File: src/rtl/fetch_unit.sv
// Instruction fetch unit: PC register, imem request handshake and branch/jump next-PC selection.
// Optional macro IMEM_TIMEOUT_EN adds a 16-cycle ack timeout with a sticky fetch_err and an ERR state.
module fetch_unit #(
  parameter logic [31:0] RESET_PC = 32'h0000_0000
) (
  input  logic        clk,
  input  logic        rst_n,
  output logic        imem_req,
  output logic [31:0] imem_addr,
  input  logic        imem_ack,
  input  logic [31:0] imem_rdata,
  output logic [31:0] instr,
  output logic [5:0]  op,
  output logic        instr_valid,
  output logic [31:0] pc_plus4,
  input  logic        stall,
  input  logic        branch,
  input  logic        branch_ne,
  input  logic        jump,
  input  logic        alu_zero,
  input  logic [31:0] branch_offset,
  input  logic [25:0] jump_target,
  output logic        fetch_err
);

  typedef enum logic [1:0] {
    S_REQ   = 2'd0,
    S_VALID = 2'd1
`ifdef IMEM_TIMEOUT_EN
    , S_ERR = 2'd2
`endif
  } state_t;

  state_t      state_q, state_d;
  logic [31:0] pc_q, pc_d;
  logic [31:0] instr_q, instr_d;
  logic        instr_valid_q, instr_valid_d;
  logic        taken_s;
  logic [31:0] next_pc_s;
`ifdef IMEM_TIMEOUT_EN
  logic [3:0]  cnt_q, cnt_d;
  logic        fetch_err_q, fetch_err_d;
`endif

  assign pc_plus4  = pc_q + 32'd4;
  assign imem_addr = pc_q;
  // The request is masked while reset is asserted so the abandoned fetch never reaches memory.
  assign imem_req    = rst_n & (state_q == S_REQ);
  assign instr       = instr_q;
  assign op          = instr_q[31:26];
  assign instr_valid = instr_valid_q;
`ifdef IMEM_TIMEOUT_EN
  assign fetch_err = fetch_err_q;
`else
  assign fetch_err = 1'b0;
`endif

  // Next-PC selection: jump beats a taken branch, which beats sequential flow.
  always_comb begin
    taken_s = (branch & alu_zero) | (branch_ne & ~alu_zero);
    if (jump) begin
      next_pc_s = {pc_plus4[31:28], jump_target, 2'b00};
    end else if (taken_s) begin
      next_pc_s = pc_plus4 + (branch_offset << 2);
    end else begin
      next_pc_s = pc_plus4;
    end
  end

  // FSM next-state and datapath update.
  always_comb begin
    state_d       = state_q;
    pc_d          = pc_q;
    instr_d       = instr_q;
    instr_valid_d = instr_valid_q;
`ifdef IMEM_TIMEOUT_EN
    cnt_d         = cnt_q;
    fetch_err_d   = fetch_err_q;
`endif
    case (state_q)
      S_REQ: begin
        if (imem_ack) begin
          instr_d       = imem_rdata;
          instr_valid_d = 1'b1;
          state_d       = S_VALID;
        end else begin
`ifdef IMEM_TIMEOUT_EN
          if (cnt_q == 4'd15) begin
            state_d     = S_ERR;
            fetch_err_d = 1'b1;
          end else begin
            cnt_d = cnt_q + 4'd1;
          end
`else
          state_d = S_REQ;
`endif
        end
      end
      S_VALID: begin
        if (!stall) begin
          pc_d          = next_pc_s & 32'hFFFF_FFFC;
          instr_valid_d = 1'b0;
          state_d       = S_REQ;
`ifdef IMEM_TIMEOUT_EN
          cnt_d         = 4'd0;
`endif
        end else begin
          state_d = S_VALID;
        end
      end
`ifdef IMEM_TIMEOUT_EN
      S_ERR: begin
        state_d       = S_ERR;
        instr_valid_d = 1'b0;
      end
`endif
      default: begin
        state_d       = S_REQ;
        instr_valid_d = 1'b0;
      end
    endcase
  end

  // State registers with asynchronous reset.
  always_ff @(posedge clk or negedge rst_n) begin
    if (!rst_n) begin
      state_q       <= S_REQ;
      pc_q          <= RESET_PC & 32'hFFFF_FFFC;
      instr_q       <= 32'h0000_0000;
      instr_valid_q <= 1'b0;
`ifdef IMEM_TIMEOUT_EN
      cnt_q         <= 4'd0;
      fetch_err_q   <= 1'b0;
`endif
    end else begin
      state_q       <= state_d;
      pc_q          <= pc_d;
      instr_q       <= instr_d;
      instr_valid_q <= instr_valid_d;
`ifdef IMEM_TIMEOUT_EN
      cnt_q         <= cnt_d;
      fetch_err_q   <= fetch_err_d;
`endif
    end
  end

endmodule

File: config.mk
export PLATFORM = sky130hd
export DESIGN_NAME = fetch_unit
export DESIGN_NICKNAME = d
export VERILOG_FILES = /design/src/rtl/fetch_unit.sv
export SDC_FILE = /design/constraint.sdc
export NUM_CORES = 1
export LEC_CHECK = 0
export BUFFER_PORTS_ARGS = -buffer_cell sky130_fd_sc_hd__buf_2
export CAP_MARGIN = 20
export CORE_MARGIN = 4
export CORE_UTILIZATION = 49
export DETAILED_ROUTE_END_ITERATION = 8
export PLACE_DENSITY_LB_ADDON = 0.08
export SLEW_MARGIN = 20
export SYNTH_ARGS = -nofsm -noshare
export SYNTH_HDL_FRONTEND = slang
export SYNTH_SLANG_ARGS = --single-unit
File: constraint.sdc
create_clock -name clk -period 5.21 [get_ports clk]
set_clock_uncertainty 0.1 [all_clocks]
set_input_delay 1.042 -clock clk [delete_from_list [all_inputs] [get_ports clk]]
set_output_delay 1.042 -clock clk [all_outputs]
set_load 0.03 [all_outputs]
-- Word level (Yosys, flattened, before mapping)
Index checks and enable logic that the tools add are counted.
- add/sub/neg operators: 2
- $mul: 0
- div/mod/pow operators: 0
- magnitude comparators: 0
- equal/unequal tests: 3
- shift operators: 0
- muxes and demuxes: 8
- bitwise gates (word level): 6
- reductions and logical operators: 4
- operators by type and width (operator ; number):
    $mux 32 ; 2
    $add 32x3->32 const B ; 1
    $add 32x32->32 ; 1
    $reduce_and 2->1 ; 3
    $mux 1 ; 4
    $ne 2x2->1 const B ; 2
    $pmux 2 s2 ; 1
    $and 1x1->1 ; 3
    $eq 2x1->1 const B ; 1
    $logic_not 2->1 ; 1
    $not 1->1 ; 2
    $pmux 1 s2 ; 1
    $or 1x1->1 ; 1
- register bits after elaboration: 65
- bits in latches: 0
- memory bits (writable): 0
- memory bits (read-only): 0
- input port bits: 98
- output and inout bits: 105
- word-level logic and storage cells: 27
- memories kept: 0

-- Logic depth before layout (Yosys ltp)
Gate-level depths: netlist of the first run.
- depth after elaboration: 5
- gate-level depth with buffers: 16

-- Least setup slack after synthesis of the first run
OpenSTA, ideal clock, no wires.
- path kind: register to register
- start: register pc_q[2] (netlist: imem_addr[2])
- end: register pc_q[29] (netlist: imem_addr[29])
- arrival time: 4.348 ns
- data required time: 5.014 ns
- path slack: 0.666 ns
- cell stages (with the launch flop): 16
- clock period less this slack: 4.544 ns
- path through: dfrtp_1 > ha_1 > nand2_1 > nor4_1 > nand4_1 > xnor2_1 > ha_1 > a21o_1 > a21oi_1 > nor2b_1 > o41ai_1 > nor2b_1 > a31oi_1 > a311oi_1 > xor2_1 > o31ai_1
- word-level cells in the longest chain between the ends: 4
- RTL lines (what ; RTL line ; RTL):
    from (decl) ; 35 ; logic [31:0] pc_q, pc_d;
    from (signal assigned) ; 128 ; pc_q <= RESET_PC & 32'hFFFF_FFFC;
    from (signal assigned) ; 137 ; pc_q <= pc_d;
    $add 32x3->32 ; 45 ; assign pc_plus4 = pc_q + 32'd4;
    via pc_plus4[22] ; 15 ; output logic [31:0] pc_plus4,
    $add 32x32->32 ; 64 ; next_pc_s = pc_plus4 + (branch_offset << 2);
    $mux 32 ; 63 ; end else if (taken_s) begin
    $mux 32 ; 61 ; if (jump) begin
The timed path passes the listed nets, and every way through them passes these cells.
A chain may end at the register's enable or synchronous reset.

-- Worst setup path after layout of the first run
- start: register pc_q[2] (netlist: imem_addr[2])
- end: register pc_q[29] (netlist: imem_addr[29])
- word-level cells in the longest chain between the ends: 4
- RTL lines (what ; RTL line):
    $add 32x3->32 (*) ; 45
    $add 32x32->32 ; 64
    $mux 32 ; 63
    $mux 32 (*) ; 61
Mark *: on every way between the ends. The rest lies on a longest branch, timed or not.

==> impl_metrics.tcl, run 1 <==
set metrics [dict create \
    cts_sinks 64 \
    die_y_um 109 \
    ctsResizeCount 0 \
    clockPowerShare 0.154 \
    cts_buffer_depth 2 \
    fill_cells 917 \
    max_slew_margin 0.310 \
    worstPathCellList "ha_1 -> nand2_1 -> nor4_1 -> buf_4 -> nand4_1 -> xnor2_1 -> ha_1 -> a21o_1 -> a21oi_1 -> nor2b_1 -> o41ai_1 -> nor2b_1 -> a31oi_1 -> a311oi_1 -> xor2_1 -> o31ai_1" \
    avgSynthCellArea_um2 8.92 \
    yosysWarnings 0 \
    syn_area_um2 4950 \
    grt_usage 0.260 \
    ios 203 \
    worstSetupPathType "register to register" \
    dpl.cell_count 861 \
    postCtsSetupRepairBufs 0 \
    crit_family "compound AO/OA/AOI/OAI gates" \
    antennaDiodeCount 0 \
    fin_cells 877 \
    power.density_nw_per_um2 528 \
    cts.htree.levels 3 \
    async_reset_ff_frac 1.00 \
    hold_viol_final 0 \
    p_sw_mw 1.66 \
    leakage_nw 3.04 \
    yosysSeqAreaShare 0.324 \
    root_buffer "clkbuf_8" \
    setup_tns_ns 0 \
    hold_end "instr[2]" \
    max_stage_delay_ns 0.52 \
    grt_pass1_wl_um 24100 \
    synthCells 555 \
    ir_drop_mv 0.252 \
    wl_per_cell_um 17.5 \
    grt_pass1_vias 4843 \
    reg2reg_slack_ns 0.81 \
    row_count 36 \
    rr_worst_depth 16 \
    crit_path_end_kind "register" \
    hold_path_startpoint "instr[2]" \
    rsz0062_at_grt "false" \
    drive_above_1_share 0.344 \
    portBuffers 195 \
    cp_slowest_cell "dfrtp_1" \
    synth_top_area_frac 0.324 \
    p_int_mw 1.63 \
    hold_path_depth 1 \
    cp-start-kind "register" \
    antenna_found_initial 0 \
    cts_buffers 9 \
    period_minus_slack_ns 4.40 \
    max_slew.worst_pin.slew_ns 1.03 \
    reg2reg_to "imem_addr[29]" \
    hold_path_class "register to register" \
    r2r_start "imem_addr[2]" \
    drt-initial-drc-count 408 \
    synth_top_area_cell "dfrtp_1" \
    clk_pin_slew_ns 0.08 \
    syn2layout_area_growth_pct 25.9 \
    insertion_delay_ns 0.35 \
    cts_tree "done" \
    drv_cap 0 \
    cts-hold-fix-buffers 0 \
    layout_setup_ws_ns 0.812 \
    status "finished clean" \
    ys.flop_type "dfrtp_1" \
    synth.area.top_cells "dfrtp_1 (32%), ha_1 (9.1%), mux2_2 (7.5%)" \
    start_util 0.504 \
    grt_max_degree 65 \
    clock.fmax_mhz 227 \
    swShare 0.503 \
    slew_violations 0 \
    ant_nets 0 \
    core_area_um2 9820 \
    globalRouteOverflowTotal 0 \
    path_buf_inv 1 \
    final_core_util 0.635 \
    num_vias 4971 \
    nets 874 \
    dp_slack_ns 0.891 \
    gp_congestion 0.931 \
    cp.arrival_ns 4.49 \
    setup_violations 0 \
    ys_ff_latch 64 \
    combPwrFrac 0.604 \
    dieArea_um2 11800 \
    routed_via_density 5.67 \
    synth_edf_count 0 \
    fin_crit_sh 0.844 \
    drc 0 \
    dp_hpwl_um 11600 \
    required_ns 5.30 \
    worstPathMaxFanout 7 \
    wirelength_um 15300 \
    ys_types 57 \
    drtPass1Iterations 6 \
    die_x_um 109 \
    sequentialPowerShare 0.243 \
]
## cell families after synthesis
kind of cell	Yosys count	share of synthesized area
compound gates	148	0.198
other cells	1	0.000758
fa+ha+maj	37	0.0950
xor+xnor	52	0.0920
flops	64	0.324
buf+inv	42	0.0402
mux	35	0.0791
simple gates	176	0.172
## synth_stat cells, types with 9 or more instances
library cell / n
nand4_1: 9
ha_1: 36
inv_1: 10
xnor2_1: 32
nand2_1: 52
nor2_1: 40
nand3_1: 22
buf_4: 11
o21ai_0: 28
and3_1: 13
a21oi_1: 33
xor2_1: 20
dfrtp_1: 64
nor3_1: 9
clkbuf_1: 19
o211ai_1: 9
a21o_1: 14
mux2_2: 33
o31ai_1: 9
## power groups by stage
| stage | Clock (mW) | Combinational [mW] | Sequential (mW) |
|---|---|---|---|
| after floorplan | 0 | 1.21 | 1.05 |
| after global placement | 0 | 1.95 | 0.796 |
| after detailed placement | 0 | 1.98 | 0.804 |
| after CTS | 0.513 | 1.99 | 0.795 |
| after global routing | 0.536 | 2.17 | 0.821 |
| final | 0.505 | 1.99 | 0.798 |
## placed cells by master, fill, tap and decap left out, types with 9 or more instances in the layout
master,count
o21ai_0,28
nor2_1,40
xnor2_1,32
inv_1,10
o31ai_1,9
a21oi_1,33
nand2_1,52
xor2_1,20
mux2_2,33
a21o_1,14
nor3_1,9
dfrtp_1,64
buf_2,195
nand4_1,9
and3_1,13
clkbuf_8,10
ha_1,36
nand3_1,22
o211ai_1,9
## cell type report
cell class	count	area, um^2	share of cell area
clock buffers	10	138	0.0221
clock inverters	6	91.3	0.0147
inverters	11	41.3	0.00662
multi-input cells	453	3180	0.510
flip-flops and latches	64	1600	0.257
well taps	133	166	0.0267
repair buffers	200	1010	0.163
## layer usage
metal  track usage  wire (um)  vias up
met3        0.0412       1190       17
met4        0.0712        210        0
met2         0.421       7070      223
li1              -          -     2393
met5             0          0        -
met1         0.361       6850     2338
## metrics by stage
stage                     power [mW]  hold WS, ns  instance area, um^2
after floorplan                 2.26        0.410                 4960
after global placement          2.74        0.377                 6000
after detailed placement        2.78        0.391                 6000
after CTS                       3.30        0.410                 6230
after global routing            3.53        0.420                 6230
final                           3.29        0.406                 6230
## worst max path at each step
stage / start / to / slack [ns] / depth (start not counted)
4_1_cts: imem_addr[2] / imem_addr[29] / 0.86 / 15
6_report: imem_addr[2] / imem_addr[29] / 0.81 / 16
2_1_floorplan: imem_addr[2] / imem_addr[29] / 0.67 / 15
5_1_grt: imem_addr[2] / imem_addr[29] / 0.48 / 15
3_3_place_gp: branch_offset[0] / imem_addr[30] / 0.94 / 12
3_5_place_dp: imem_addr[2] / imem_addr[29] / 0.89 / 15
## flip-flops by register name, indices dropped and copies added (netlist names)
register / flops
imem_addr: 30
instr: 32
instr_valid: 1
state_q: 1
(Power assumes the default switching activity.)
==> inputs of run 2 (changes only) <==
==> constraint.sdc (replaced) <==
create_clock -name clk -period 4.28 [get_ports clk]
set_clock_uncertainty 0.1 [all_clocks]
set_input_delay 0.856 -clock clk [delete_from_list [all_inputs] [get_ports clk]]
set_output_delay 0.856 -clock clk [all_outputs]
set_load 0.03 [all_outputs]
==> impl_metrics.tcl, run 2 (synthesized netlist as in run 1, its figures left out) <==
set metrics [dict create \
    status "finished clean" \
    drive_above_1_share 0.383 \
    worstSetupPathType "register to register" \
    wirelength_um 16000 \
    layout_commonest_cell "buf_2" \
    p_int_mw 2.00 \
    largest_reg_flops 32 \
    max_stage_delay_ns 0.47 \
    placed_area_um2 6140 \
    sequentialPowerShare 0.235 \
    max_slew_margin 0.431 \
    worstPathMaxFanout 7 \
    grt_usage 0.265 \
    cts.htree.levels 3 \
    die_x_um 109 \
    num_vias 5108 \
    final_core_util 0.653 \
    dp_hpwl_um 12200 \
    swShare 0.509 \
    path_buf_inv 2 \
    grt_max_degree 65 \
    row_count 36 \
    cp.arrival_ns 4.24 \
    leakage_nw 3.14 \
    drtPass1Iterations 5 \
    slew_violations 0 \
    combPwrFrac 0.627 \
    ant_nets 0 \
    portBuffers 195 \
    cp-start-kind "register" \
    crit_family "compound AO/OA/AOI/OAI gates" \
    syn2layout_area_growth_pct 29.5 \
    required_ns 4.43 \
    clock.fmax_mhz 245 \
    wl_per_cell_um 17.9 \
    start_util 0.504 \
    dieArea_um2 11800 \
    clk_pin_slew_ns 0.09 \
    cpMostUsedCell "buf_4" \
    dpl.cell_count 874 \
    hold_path_class "register to register" \
    p_sw_mw 2.07 \
    drc 0 \
    ir_drop_mv 0.324 \
    cts_buffer_depth 2 \
    antenna_found_initial 1 \
    globalRouteOverflowTotal 0 \
    ios 203 \
    gp_congestion 0.892 \
    nets 889 \
    fin_cells 893 \
    fin_crit_sh 0.955 \
    max_slew.worst_pin.slew_ns 0.853 \
    insertion_delay_ns 0.37 \
    die_y_um 109 \
    routed_via_density 5.72 \
    cts_tree "done" \
    hold_viol_final 0 \
    root_buffer "clkbuf_8" \
    drt-initial-drc-count 311 \
    cts_sinks 64 \
    power.density_nw_per_um2 635 \
    clockPowerShare 0.138 \
    grt_pass1_wl_um 24400 \
    cts_buffers 9 \
    worstPathCellList "and4_1 -> nand4_1 -> buf_4 -> nor3_2 -> buf_4 -> nand3_1 -> xnor2_1 -> ha_1 -> a21o_1 -> a21oi_1 -> nor2b_1 -> o41ai_2 -> a311o_1 -> a31oi_2 -> a311oi_2 -> xor2_1 -> o31ai_1" \
    final_cell_mix "buf_2 (195), dfrtp_1 (61), nand2_1 (51), nor2_1 (38), ha_1 (35)" \
    stdcell_area_um2 6410 \
    setup_violations 0 \
    period_minus_slack_ns 4.09 \
    grt_pass1_vias 4977 \
    setup_tns_ns 0 \
    drv_cap 0 \
    cp_slowest_cell "dfrtp_1" \
    cts-hold-fix-buffers 0 \
    core_area_um2 9820 \
    crit_path_end_kind "register" \
]
==> run 2: cell count changes in the layout (fill, tap and decap cells not counted), moves of 3 or more <==
cell,before,now
dfrtp_2,0,3
xnor2_2,0,4
dfrtp_1,64,61
buf_4,5,20
xnor2_1,32,28
==> run 2: what timing repair did <==
item	4_1_cts	5_1_grt
buffers inserted	0	2
endpoints found under the setup margin	0	4
resized for setup	0	13
==> run 2: power groups by stage <==
stage	sequential, mW	combinational, mW	clock [mW]
floorplan	1.29	1.48	0
global placement	0.951	2.46	0
detailed placement	0.964	2.50	0
CTS	0.953	2.52	0.567
global route	0.984	2.76	0.598
finish	0.958	2.55	0.562
==> run 2: final timing paths <==
check	end	slack (ns)	cells after the start	from
min in group asynchronous	instr[8]	0.63	2	rst_n
min reg2reg	instr[6]	0.40	1	instr[6]
max in group asynchronous	imem_addr[11]	2.86	2	rst_n
max reg2reg	imem_addr[29]	0.19	17	imem_addr[8]
min	instr[6]	0.40	1	instr[6]
max	imem_addr[29]	0.19	17	imem_addr[8]
==> run 2: final cells by class <==
cell class	count	area [um^2]
clock buffers	10	138
clock inverters	6	67.6
fillers	878	3410
diodes	1	2.50
flip-flops and latches	64	1610
well taps	133	166
inverters	11	41.3
multi-input cells	453	3260
repair buffers	215	1130
==> run 2: per-layer routing <==
metal  global-route usage  share of wire
met5                    0              0
met3               0.0519          0.095
met1                0.345           0.42
met4               0.0830          0.017
met2                0.444           0.47
==> run 2: through the flow <==
step                setup WS, ns  total power [mW]  hold slack, ns
floorplan                 0.0263              2.77           0.410
global placement           0.211              3.41           0.383
detailed placement         0.107              3.47           0.390
CTS                       0.0895              4.04           0.407
global route             -0.0495              4.34           0.416
finish                     0.193              4.07           0.403
==> inputs of run 3 (changes only) <==
--- a/config.mk
+++ b/config.mk
@@ -5,10 +5,11 @@
 export SDC_FILE = /design/constraint.sdc
 export NUM_CORES = 1
 export LEC_CHECK = 0
+export ABC_AREA = 1
 export BUFFER_PORTS_ARGS = -buffer_cell sky130_fd_sc_hd__buf_2
 export CAP_MARGIN = 20
 export CORE_MARGIN = 4
-export CORE_UTILIZATION = 49
+export CORE_UTILIZATION = 53
 export DETAILED_ROUTE_END_ITERATION = 8
 export PLACE_DENSITY_LB_ADDON = 0.08
 export SLEW_MARGIN = 20
==> impl_metrics.tcl, run 3 <==
set metrics [dict create \
    routed_via_density 5.24 \
    grt_max_degree 65 \
    wl_per_cell_um 15.2 \
    synthMuxAreaShare 0.0577 \
    syn_area_um2 6240 \
    hold_path_class "register to register" \
    synthCells 984 \
    hold_viol_final 0 \
    layout_setup_ws_ns 0.698 \
    postCtsSetupRepairBufs 0 \
    drive_above_1_share 0.229 \
    ys.flop_type "dfrtp_1" \
    max_slew.worst_pin.slew_ns 1.03 \
    drc 0 \
    avgSynthCellArea_um2 6.34 \
    grt_pass1_wl_um 30800 \
    crit_path_end_kind "register" \
    synth_top_area_frac 0.257 \
    combPwrFrac 0.636 \
    insertion_delay_ns 0.33 \
    clk_pin_slew_ns 0.06 \
    gp_congestion 0.970 \
    cts_buffer_depth 2 \
    clockPowerShare 0.161 \
    drt-initial-drc-count 699 \
    wirelength_um 20000 \
    sequentialPowerShare 0.203 \
    yosys.area_share.xor_xnor 0.0337 \
    period_minus_slack_ns 3.58 \
    die_x_um 117 \
    die_y_um 117 \
    root_buffer "clkbuf_16" \
    yosysMostFrequentCell "nand2_1" \
    synthAdderAreaFrac 0.0754 \
    leakage_nw 4.36 \
    largest_reg_flops 32 \
    async_reset_ff_frac 1.00 \
    swShare 0.539 \
    row_count 39 \
    antenna_found_initial 0 \
    fill_cells 1120 \
    ff_latch_area_um2 1600 \
    ir_drop_mv 0.502 \
    syn2layout_area_growth_pct 21.9 \
    ctsResizeCount 0 \
    num_vias 6893 \
    multiInputGateArea_um2 3920 \
    cp.arrival_ns 3.74 \
    yosysSeqAreaShare 0.257 \
    grt_pass1_vias 6173 \
    dp_hpwl_um 16100 \
    synth.area.top_cells "dfrtp_1 (26%), nand2_1 (19%), inv_1 (9.1%)" \
    cts.htree.levels 3 \
    ios 203 \
    cts_tree "done" \
    ant_nets 0 \
    p_sw_mw 2.61 \
    synth_edf_count 0 \
    setup_tns_ns 0 \
    grt_usage 0.291 \
    nets 1303 \
    globalRouteOverflowTotal 0 \
    synth_top_family_by_area "simple AND/OR/NAND/NOR gates" \
    dp_slack_ns 0.786 \
    ys_types 41 \
    p_int_mw 2.24 \
    max_slew_margin 0.313 \
    cts_sinks 64 \
    total_power_mw 4.85 \
    final_cell_mix "nand2_1 (316), buf_2 (195), inv_1 (152), nor2_1 (95), a21oi_1 (78)" \
    synthTopCellsByCount "nand2_1 (316), inv_1 (152), nor2_1 (96)" \
    cts_buffers 9 \
    cp-start-kind "register" \
    drv_cap 0 \
    cts-hold-fix-buffers 0 \
    fin_crit_sh 0.837 \
    required_ns 4.44 \
    worstPathMaxFanout 6 \
    antennaDiodeCount 0 \
    setup_violations 0 \
    start_util 0.544 \
    slew_violations 0 \
    portBuffers 195 \
    synth_compound_area_frac 0.108 \
    status "finished clean" \
    power.density_nw_per_um2 638 \
    synth_top_area_cell "dfrtp_1" \
    worstSetupPathType "register to register" \
    hold_ws_ns 0.398 \
    yosysWarnings 0 \
    clock.fmax_mhz 279 \
    ys_ff_latch 64 \
    rsz0062_at_grt "false" \
    dieArea_um2 13600 \
    drtPass1Iterations 5 \
    final_core_util 0.664 \
    core_area_um2 11500 \
    layout_commonest_cell "nand2_1" \
    synthSimpleGateAreaFrac 0.350 \
]
==> run 3: cell count changes in the layout (fill, tap and decap cells not counted), sizes merged, moves of 6 or more <==
cell | previous run | this run
xnor2 | 32 | 5
inv | 11 | 152
o21ai | 36 | 19
nor2 | 40 | 103
nand3 | 22 | 65
nor2b | 7 | 0
a211oi | 7 | 0
a21oi | 33 | 79
nand2 | 52 | 322
and3 | 13 | 1
or3 | 6 | 0
a21o | 14 | 8
buf | 215 | 200
o31ai | 9 | 0
==> run 3: worst max-delay path, cell delays in order, from the launching register on <==
cell	delay, ns
dfrtp_1	0.50
ha_1	0.29
nand3_2	0.16
nor2_2	0.15
nand2_2	0.12
nor2_2	0.15
nand2_1	0.09
xor2_1	0.20
inv_1	0.13
ha_1	0.39
nand2_1	0.15
nor2_1	0.19
and2_1	0.23
nand4_1	0.15
nand3_1	0.12
nand2_1	0.06
nand3_1	0.09
nand2_1	0.11
a21oi_1	0.13
==> run 3: path summary, 6_finish.rpt <==
check,from,end,slack (ns),depth (start not counted)
setup / recovery,imem_addr[2],imem_addr[22],0.70,18
hold / removal,instr[23],instr[23],0.40,1
setup reg to reg,imem_addr[2],imem_addr[22],0.70,18
hold reg to reg,instr[23],instr[23],0.40,1
max in group asynchronous,rst_n,imem_addr[9],2.88,2
min in group asynchronous,rst_n,imem_addr[27],0.67,2
==> run 3: stage by stage <==
step | area [um^2] | cells
finish | 7610 | 1316
CTS | 7610 | 1316
detailed placement | 7290 | 1300
floorplan | 6260 | 988
global route | 7610 | 1316
global placement | 7290 | 1300
==> run 3: power by group through the flow <==
stage	combinational [mW]	sequential, mW	clock [mW]
after floorplan	1.89	1.29	0
after global placement	3.03	0.980	0
after detailed placement	3.06	0.988	0
after CTS	3.08	0.980	0.787
after global routing	3.42	1.01	0.811
final	3.09	0.986	0.781
==> run 3: per-layer routing <==
layer  vias to the layer above  part of all wire  GRT usage
met4                         0             0.025     0.0858
met5                         -                 0          0
met2                       309              0.46      0.457
li1                       3466                 -          -
met1                      3080              0.42      0.405
met3                        38             0.088     0.0585
==> run 3: area by class of cell <==
class | count | area share
Timing Repair Buffer | 200 | 0.133
Multi-Input combinational cell | 740 | 0.515
Tap cell | 143 | 0.0235
Clock inverter | 7 | 0.0127
Inverter | 153 | 0.0755
Clock buffer | 9 | 0.0296
Sequential cell | 64 | 0.210
==> run 3: cells by family (layout without fill, tap and decap cells) <==
family | Yosys count | in the layout
other | 1 | 5
xor gates and xnor gates | 24 | 24
and+or+nand+nor | 520 | 520
AOI/OAI and AO/OA | 122 | 122
muxes | 32 | 32
buffers and inverters | 184 | 369
adders and majority gates | 37 | 37
DFF | 64 | 64
